File: src/rtl/rv_defs_pkg.sv
// Shared writeback definitions: load width/sign codes, FSM encoding and the
// record kept for a load that is still waiting on data memory.
package rv_defs_pkg;

  typedef enum logic [2:0] {
    LDST_B  = 3'b000,
    LDST_H  = 3'b001,
    LDST_L  = 3'b010,
    LDST_BU = 3'b100,
    LDST_HU = 3'b101
  } ldst_e;

  typedef enum logic {
    WB_IDLE      = 1'b0,
    WB_WAIT_LOAD = 1'b1
  } wb_state_e;

  typedef struct packed {
    logic [4:0] rd;
    logic [2:0] fun;
    logic [1:0] addr;
  } ld_pend_t;

endpackage

File: src/rtl/rv_load_align.sv
// Load data alignment and sign/zero extension; flags misaligned or unknown loads.
module rv_load_align
  import rv_defs_pkg::*;
(
  input  logic [2:0]  fun,
  input  logic [1:0]  addr,
  input  logic [31:0] data,
  output logic [31:0] value,
  output logic        misaligned
);

  logic [7:0]  byte_sel;
  logic [15:0] half_sel;

  assign byte_sel = data[8*addr +: 8];
  assign half_sel = addr[1] ? data[31:16] : data[15:0];

  always_comb begin
    value      = '0;
    misaligned = 1'b0;
    case (ldst_e'(fun))
      LDST_B:  value = {{24{byte_sel[7]}}, byte_sel};
      LDST_BU: value = {24'h0, byte_sel};
      LDST_H: begin
        value      = {{16{half_sel[15]}}, half_sel};
        misaligned = addr[0];
      end
      LDST_HU: begin
        value      = {16'h0, half_sel};
        misaligned = addr[0];
      end
      LDST_L: begin
        value      = data;
        misaligned = (addr != 2'b00);
      end
      default: misaligned = 1'b1;
    endcase
  end

endmodule

File: src/rtl/rv_writeback.sv
// Writeback stage: registers ALU results and load data into the register file,
// stalling execute while a load waits on data memory, with a bounded timeout.
module rv_writeback
  import rv_defs_pkg::*;
#(
  parameter int LOAD_TIMEOUT = 255
) (
  input  logic        clk_i,
  input  logic        rst_n_i,
  input  logic [2:0]  w_fun_i,
  input  logic        w_load_i,
  input  logic        w_store_i,
  input  logic [4:0]  w_rd_i,
  input  logic [31:0] w_rd_value_i,
  input  logic        w_rd_write_i,
  input  logic [31:0] w_dm_addr_i,
  input  logic [31:0] dm_data_l_i,
  input  logic        dm_load_done_i,
  output logic [4:0]  rf_rd_o,
  output logic [31:0] rf_rd_value_o,
  output logic        rf_rd_write_o,
  output logic        w_stall_req_o,
  output logic        w_misaligned_o,
  output logic        w_bus_error_o
);

  localparam logic [7:0] TO_LAST = 8'(LOAD_TIMEOUT - 1);

  wb_state_e   state;
  ld_pend_t    pend;
  logic [7:0]  cnt;

  logic        waiting;
  logic [4:0]  al_rd;
  logic [2:0]  al_fun;
  logic [1:0]  al_addr;
  logic [31:0] al_value;
  logic        al_mis;
  logic        ld_fire;

  assign waiting       = (state == WB_WAIT_LOAD);
  assign w_stall_req_o = waiting;

  // While waiting, the latched fields describe the load; otherwise the live inputs do.
  assign al_rd   = waiting ? pend.rd   : w_rd_i;
  assign al_fun  = waiting ? pend.fun  : w_fun_i;
  assign al_addr = waiting ? pend.addr : w_dm_addr_i[1:0];
  assign ld_fire = dm_load_done_i && (waiting || w_load_i);

  rv_load_align u_align (
    .fun        (al_fun),
    .addr       (al_addr),
    .data       (dm_data_l_i),
    .value      (al_value),
    .misaligned (al_mis)
  );

  always_ff @(posedge clk_i or negedge rst_n_i) begin
    if (!rst_n_i) begin
      state          <= WB_IDLE;
      pend           <= '0;
      cnt            <= '0;
      rf_rd_o        <= '0;
      rf_rd_value_o  <= '0;
      rf_rd_write_o  <= 1'b0;
      w_misaligned_o <= 1'b0;
      w_bus_error_o  <= 1'b0;
    end else begin
      rf_rd_write_o  <= 1'b0;
      w_misaligned_o <= 1'b0;
      w_bus_error_o  <= 1'b0;
      if (ld_fire) begin
        state <= WB_IDLE;
        if (al_mis) begin
          w_misaligned_o <= 1'b1;
        end else begin
          rf_rd_o       <= al_rd;
          rf_rd_value_o <= al_value;
          rf_rd_write_o <= (al_rd != 5'd0);
        end
      end else if (!waiting) begin
        if (w_load_i) begin
          state <= WB_WAIT_LOAD;
          pend  <= '{rd: w_rd_i, fun: w_fun_i, addr: w_dm_addr_i[1:0]};
          cnt   <= '0;
        end else if (w_rd_write_i && !w_store_i) begin
          rf_rd_o       <= w_rd_i;
          rf_rd_value_o <= w_rd_value_i;
          rf_rd_write_o <= (w_rd_i != 5'd0);
        end
      end else if (cnt == TO_LAST) begin
        w_bus_error_o <= 1'b1;
        state         <= WB_IDLE;
      end else begin
        cnt <= cnt + 8'd1;
      end
    end
  end

endmodule
File: config.mk
export PLATFORM = sky130hd
export DESIGN_NAME = rv_writeback
export DESIGN_NICKNAME = d
export VERILOG_FILES = /design/src/rtl/rv_defs_pkg.sv /design/src/rtl/rv_load_align.sv /design/src/rtl/rv_writeback.sv
export SDC_FILE = /design/constraint.sdc
export NUM_CORES = 1
export LEC_CHECK = 0
export ABC_CLOCK_PERIOD_IN_PS = 2800
export BUFFER_PORTS_ARGS = -buffer_cell sky130_fd_sc_hd__buf_4
export CAP_MARGIN = 15
export CORE_MARGIN = 2
export CORE_UTILIZATION = 45
export CTS_CLUSTER_DIAMETER = 80
export CTS_CLUSTER_SIZE = 20
export DETAILED_ROUTE_END_ITERATION = 16
export PLACE_DENSITY = 0.77
export SETUP_SLACK_MARGIN = 0.5
export SLEW_MARGIN = 30
export SYNTH_ARGS = -nofsm -noshare
export SYNTH_HDL_FRONTEND = slang
export SYNTH_SLANG_ARGS = --single-unit
export TNS_END_PERCENT = 100
File: constraint.sdc
create_clock -name clk_i -period 2.8 [get_ports clk_i]
set_input_delay 0.56 -clock clk_i [delete_from_list [all_inputs] [get_ports clk_i]]
set_output_delay 0.56 -clock clk_i [all_outputs]
set_load 0.05 [all_outputs]
# After elaboration in Yosys (flattened, before gate mapping)
# Index checks and enable logic that the tools add are counted.
# word_totals
register_bits	59
input_bits	110
out_inout_bits	41
wordCells	71
# classes
add_sub_neg	1
eq_ne	9
shift	1
n_mux	33
bitwise_logic	2
n_reduce_logical	15
# ops
operator	n
$mux W32	5
$pmux W32 S5	1
$shiftx A32 B6 Y8	1
$mux W5	6
$mux W8	3
$mux W16	1
$mux W1	14
$reduce_bool A5 Y1	2
$add A8 B1 Y8 const B	1
$eq A8 B8 Y1 const B	1
$eq A3 B3 Y1 const B	2
$reduce_and A3 Y1	2
$reduce_bool A2 Y1	3
$ne A2 B1 Y1 const B	2
$ne A2 B2 Y1 const B	2
$reduce_and A4 Y1	1
$reduce_or A2 Y1	2
$eq A3 B1 Y1 const B	1
$eq A3 B2 Y1 const B	1
$logic_not A3 Y1	1
$mux W3	1
$pmux W1 S3	1
$logic_and A1 B1 Y1	2
$mux W2	1
other kinds (3)	4

# Longest topological paths before layout
# logic_depth
depth_word	6
mapped_depth	10
depth_no_buf	8

# Cells and area by module
# A second synthesis with hierarchy kept.
# hier_totals
cells_unflattened	313
hier_area_um2	3812.4
# modules_own_cells
module	instances	cells_per_inst	area_per_inst_um2	seq_area_each_um2
rv_writeback	1	214	3081.7	1476.4
rv_load_align	1	99	730.7	0.0

# Worst setup path after synthesis
# Ideal clock, no wire load.
# synth_timing
path_type	register to register
startpoint	register state (netlist: w_stall_req_o)
endpoint	register rf_rd_value_o[16]
setup_time_ns	0.121
arrival_ns	2.357
required_ns	2.679
path_slack_ns	0.322
path_stages_with_launch	9
path_buffers	2
synth_period_minus_slack_ns	2.478
cell_sequence	dfrtp_1 -> buf_4 -> mux2i_4 -> mux2i_1 -> a2111oi_4 -> a21oi_2 -> buf_2 -> a21oi_1 -> o22a_1
# synth_between
elab_chain_cells	6
word_cells_on_any_way	23
classes_between	eq/ne (7); shift (1); mux (7); reduce/logical (8)
# synth_lines
item	line_no	text
start: declaration	rv_writeback.sv:29	wb_state_e state;
start signal: assignment	rv_writeback.sv:60	state <= WB_IDLE;
start signal: assignment	rv_writeback.sv:73	state <= WB_IDLE;
start signal: assignment	rv_writeback.sv:83	state <= WB_WAIT_LOAD;
branches (longest 6 deep; another with $shiftx A32 B6 Y8)	-	
end signal: assignment	rv_writeback.sv:78	rf_rd_value_o <= al_value;
end signal: assignment	rv_writeback.sv:88	rf_rd_value_o <= w_rd_value_i;
end: declaration	rv_writeback.sv:20	output logic [31:0] rf_rd_value_o,
# Parallel ways; which one is timed is not known. The select of a mux whose other input is x is not followed.
# A chain may end at the register's enable or synchronous reset.

# Worst setup path after layout
# layout_timing
startpoint	register state (netlist: w_stall_req_o)
endpoint	register rf_rd_value_o[12]
# Same word-level chain as after synthesis.

==> results.toml <==
[final_layout]
layout.nets = 612
nFillCells = 618
antennaDiodeCount = 0
regArea_um2 = 1480
area_delta_synth_final_pct = 40.2
final_common_cell = "buf_4"
drive_gt1_share_pct = 37.8
final_cell_mix = "141 x buf_4, 58 x dfrtp_1, 56 x nand2_1"
final_util_pct = 65.7
multiInputGateArea_um2 = 1810

[die]
die_x_um = 91.2
core_um2 = 7290
die_area_um2 = 8310
rows = 31
ios = 151
initial_core_util_pct = 46.9
die_h_um = 91.2

[detailed_routing]
routed_via_density = 5.88
vias = 3553
wl_per_cell_um = 18.4
postRouteAntennaNets = 0
dr.pass1.iters = 6
drt_iter0_drc = 412
drc = 0
routed_wl_mm = 11.1

[yosys]
synth_top_area_share_pct = 43.2
yosysUniqueCellTypes = 51
synth_ff_type = "dfrtp_1"
yosys_warnings = 0
synth_fp_nets = 483
avgSynthCellArea_um2 = 9.21
synthArstFlopShare_pct = 100
yosys.area.top_type = "dfrtp_1"
ys_top_cells_by_area = "dfrtp_1 43%, nand2_1 6.1%, a21oi_1 5.3%, mux2i_1 4.4%, o22a_1 4.1%"
ys_seq_elements = 59
synth_seq_area_share_pct = 43.2
syn_inst = 371
synth_edf_count = 0
syn_area_um2 = 3420

[sta]
tns_ns = 0
post-route-period-util_pct = 81.3
fmax_mhz = 439
rsz0062_at_grt = "yes"
tightest_slew_ns = 0.764
setup_viol = 0
drv_slew = 0
finalHoldViolCount = 0
fin_skew_ns = 0.00624
max_slew_margin_pct = 49.0
min_period_ns = 2.28
whs_ns = 0.290

[clock_network]
path_clk_slew_ns = 0.07
cts-root-buf = "clkbuf_8"
insertion_delay_ns = 0.34
cts_made_buffers = 9
h-tree-depth = 3
clk_path_buf_depth = 2
tritoncts = "built"
cts_sinks = 59
hold_buffers = 0

[setup_path]
reg2reg_from = "w_stall_req_o"
ff2ff_path_depth = 7
arrival_ns = 2.50
cp_cell_sequence = "nor4bb_1 -> a31o_2 -> buf_4 -> a221o_1 -> a222oi_1 -> a2bb2oi_1 -> a21oi_1"
r2r-end = "rf_rd_value_o[12]"
crit_required_ns = 3.02
critPathCaptureType = "flip-flop"
rrSetupSlack_ns = 0.52
critPathMaxFanout = 7
worstSetupPathType = "flip-flop to flip-flop"
start_kind = "flip-flop"
slowest_stage = "dfrtp_4"
cp_slowest_stage_delay_ns = 0.52
crit_start = "w_stall_req_o"
endpoint = "rf_rd_value_o[12]"

[global_routing]
grt_pass1_vias = 3348
overflow = 0
grt_pass1_wl_mm = 16.6
antenna_found_initial = 0
grt.total_usage_pct = 25.2
grt_start_max_net_pins = 60

[place]
hpwlAfterDp_mm = 7.37
gp_congestion = 0.926
io_buffers = 120

[power]
total_power_mw = 3.50
power_leakage_nw = 2.20
ir_drop_mv = 0.463
power.density_nw_per_um2 = 731

[status]
outcome = "completed"

[min_path]
hp-class = "input pin to asynchronous set/reset pin"

[job]
maxCapViolations = 0
critical path, delay by kind of cell, from the launching register on:
family / cells / cell delay (ns)
AO/OA/AOI/OAI: 5 / 1.35
flip-flops: 1 / 0.52
buffers and inverters: 1 / 0.15
AND/OR/NAND/NOR: 1 / 0.14
registers in the layout, summed over array words and instances (netlist names):
signal          flops
w_misaligned_o      1
rf_rd_value_o      32
w_bus_error_o       1
rf_rd_o             5
rf_rd_write_o       1
w_stall_req_o       1
cnt                 8
pend               10
synthesized netlist by cell type, drive strengths merged, types with 2 or more instances:
library cell  instances
nor2                 26
nand2b                3
a22oi                 2
xor2                  4
a2111oi               2
buf                  19
a22o                  4
o22a                 16
a222oi                9
nand4                 3
a2bb2oi               8
and4                  2
nand2                56
clkbuf               10
a221oi                7
inv                  14
mux2i                16
nand3b                2
nor3b                 3
ha                    2
o22ai                 9
dfrtp                59
nor2b                 3
or3                   2
a21oi                37
nor3                  4
o211ai                3
o21ai                22
mux2                  8
metal layers:
metal	track usage, %	wire (um)
met1	34.2	4650
met2	38.8	5240
met3	5.48	885
met4	11.1	356
met5	0	0
power breakdown:
| part | internal (mW) | leakage (nW) | switching (mW) |
|---|---|---|---|
| Clock | 0.366 | 0.0884 | 0.342 |
| Combinational | 0.578 | 1.41 | 1.02 |
| Sequential | 1.05 | 0.703 | 0.145 |
stage by stage:
stage,instances,cell area [um^2],setup WS [ns]
finish,604,4790,0.524
global route,604,4790,0.469
CTS,592,4620,0.518
detailed placement,572,4390,0.306
global placement,572,4390,0.367
floorplan,371,3430,0.526
cells by family after synthesis:
group / after synthesis / synth area share [%]
multiplexers: 24 / 7.69
buffers and inverters: 43 / 6.33
XOR/XNOR: 4 / 1.02
AO/OA/AOI/OAI: 127 / 26.2
adder cells (fa/ha/maj): 2 / 0.732
AND/OR/NAND/NOR: 112 / 14.9
flip-flops: 59 / 43.2
what timing repair did:
action | CTS | global route
resized for setup | 6 | 16
pin swaps | 2 | 7
endpoints found under the hold margin | 0 | 0
cloned | 1 | 1
endpoints found under the setup margin | 32 | 33
setup buffers | 3 | 11
cell type report:
class / count / share of cell area [%]
Clock inverter: 4 / 0.522
Clock buffer: 12 / 3.24
Timing Repair Buffer: 146 / 23.8
Multi-Input combinational cell: 270 / 37.8
Tap cell: 99 / 2.59
Inverter: 14 / 1.10
Sequential cell: 59 / 30.9
worst min path at each step:
stage,slack [ns],to,from,cells after the start
5_1_grt,0.34,cnt[1],rst_n_i,1
2_1_floorplan,0.26,cnt[0],rst_n_i,0
6_report,0.29,w_bus_error_o,rst_n_i,1
4_1_cts,0.32,cnt[7],rst_n_i,1
3_5_place_dp,0.50,rf_rd_value_o[31],rf_rd_value_o[31],1
3_3_place_gp,0.49,rf_rd_value_o[26],rf_rd_value_o[26],1
No activity file was read; power rests on OpenSTA's default activity.
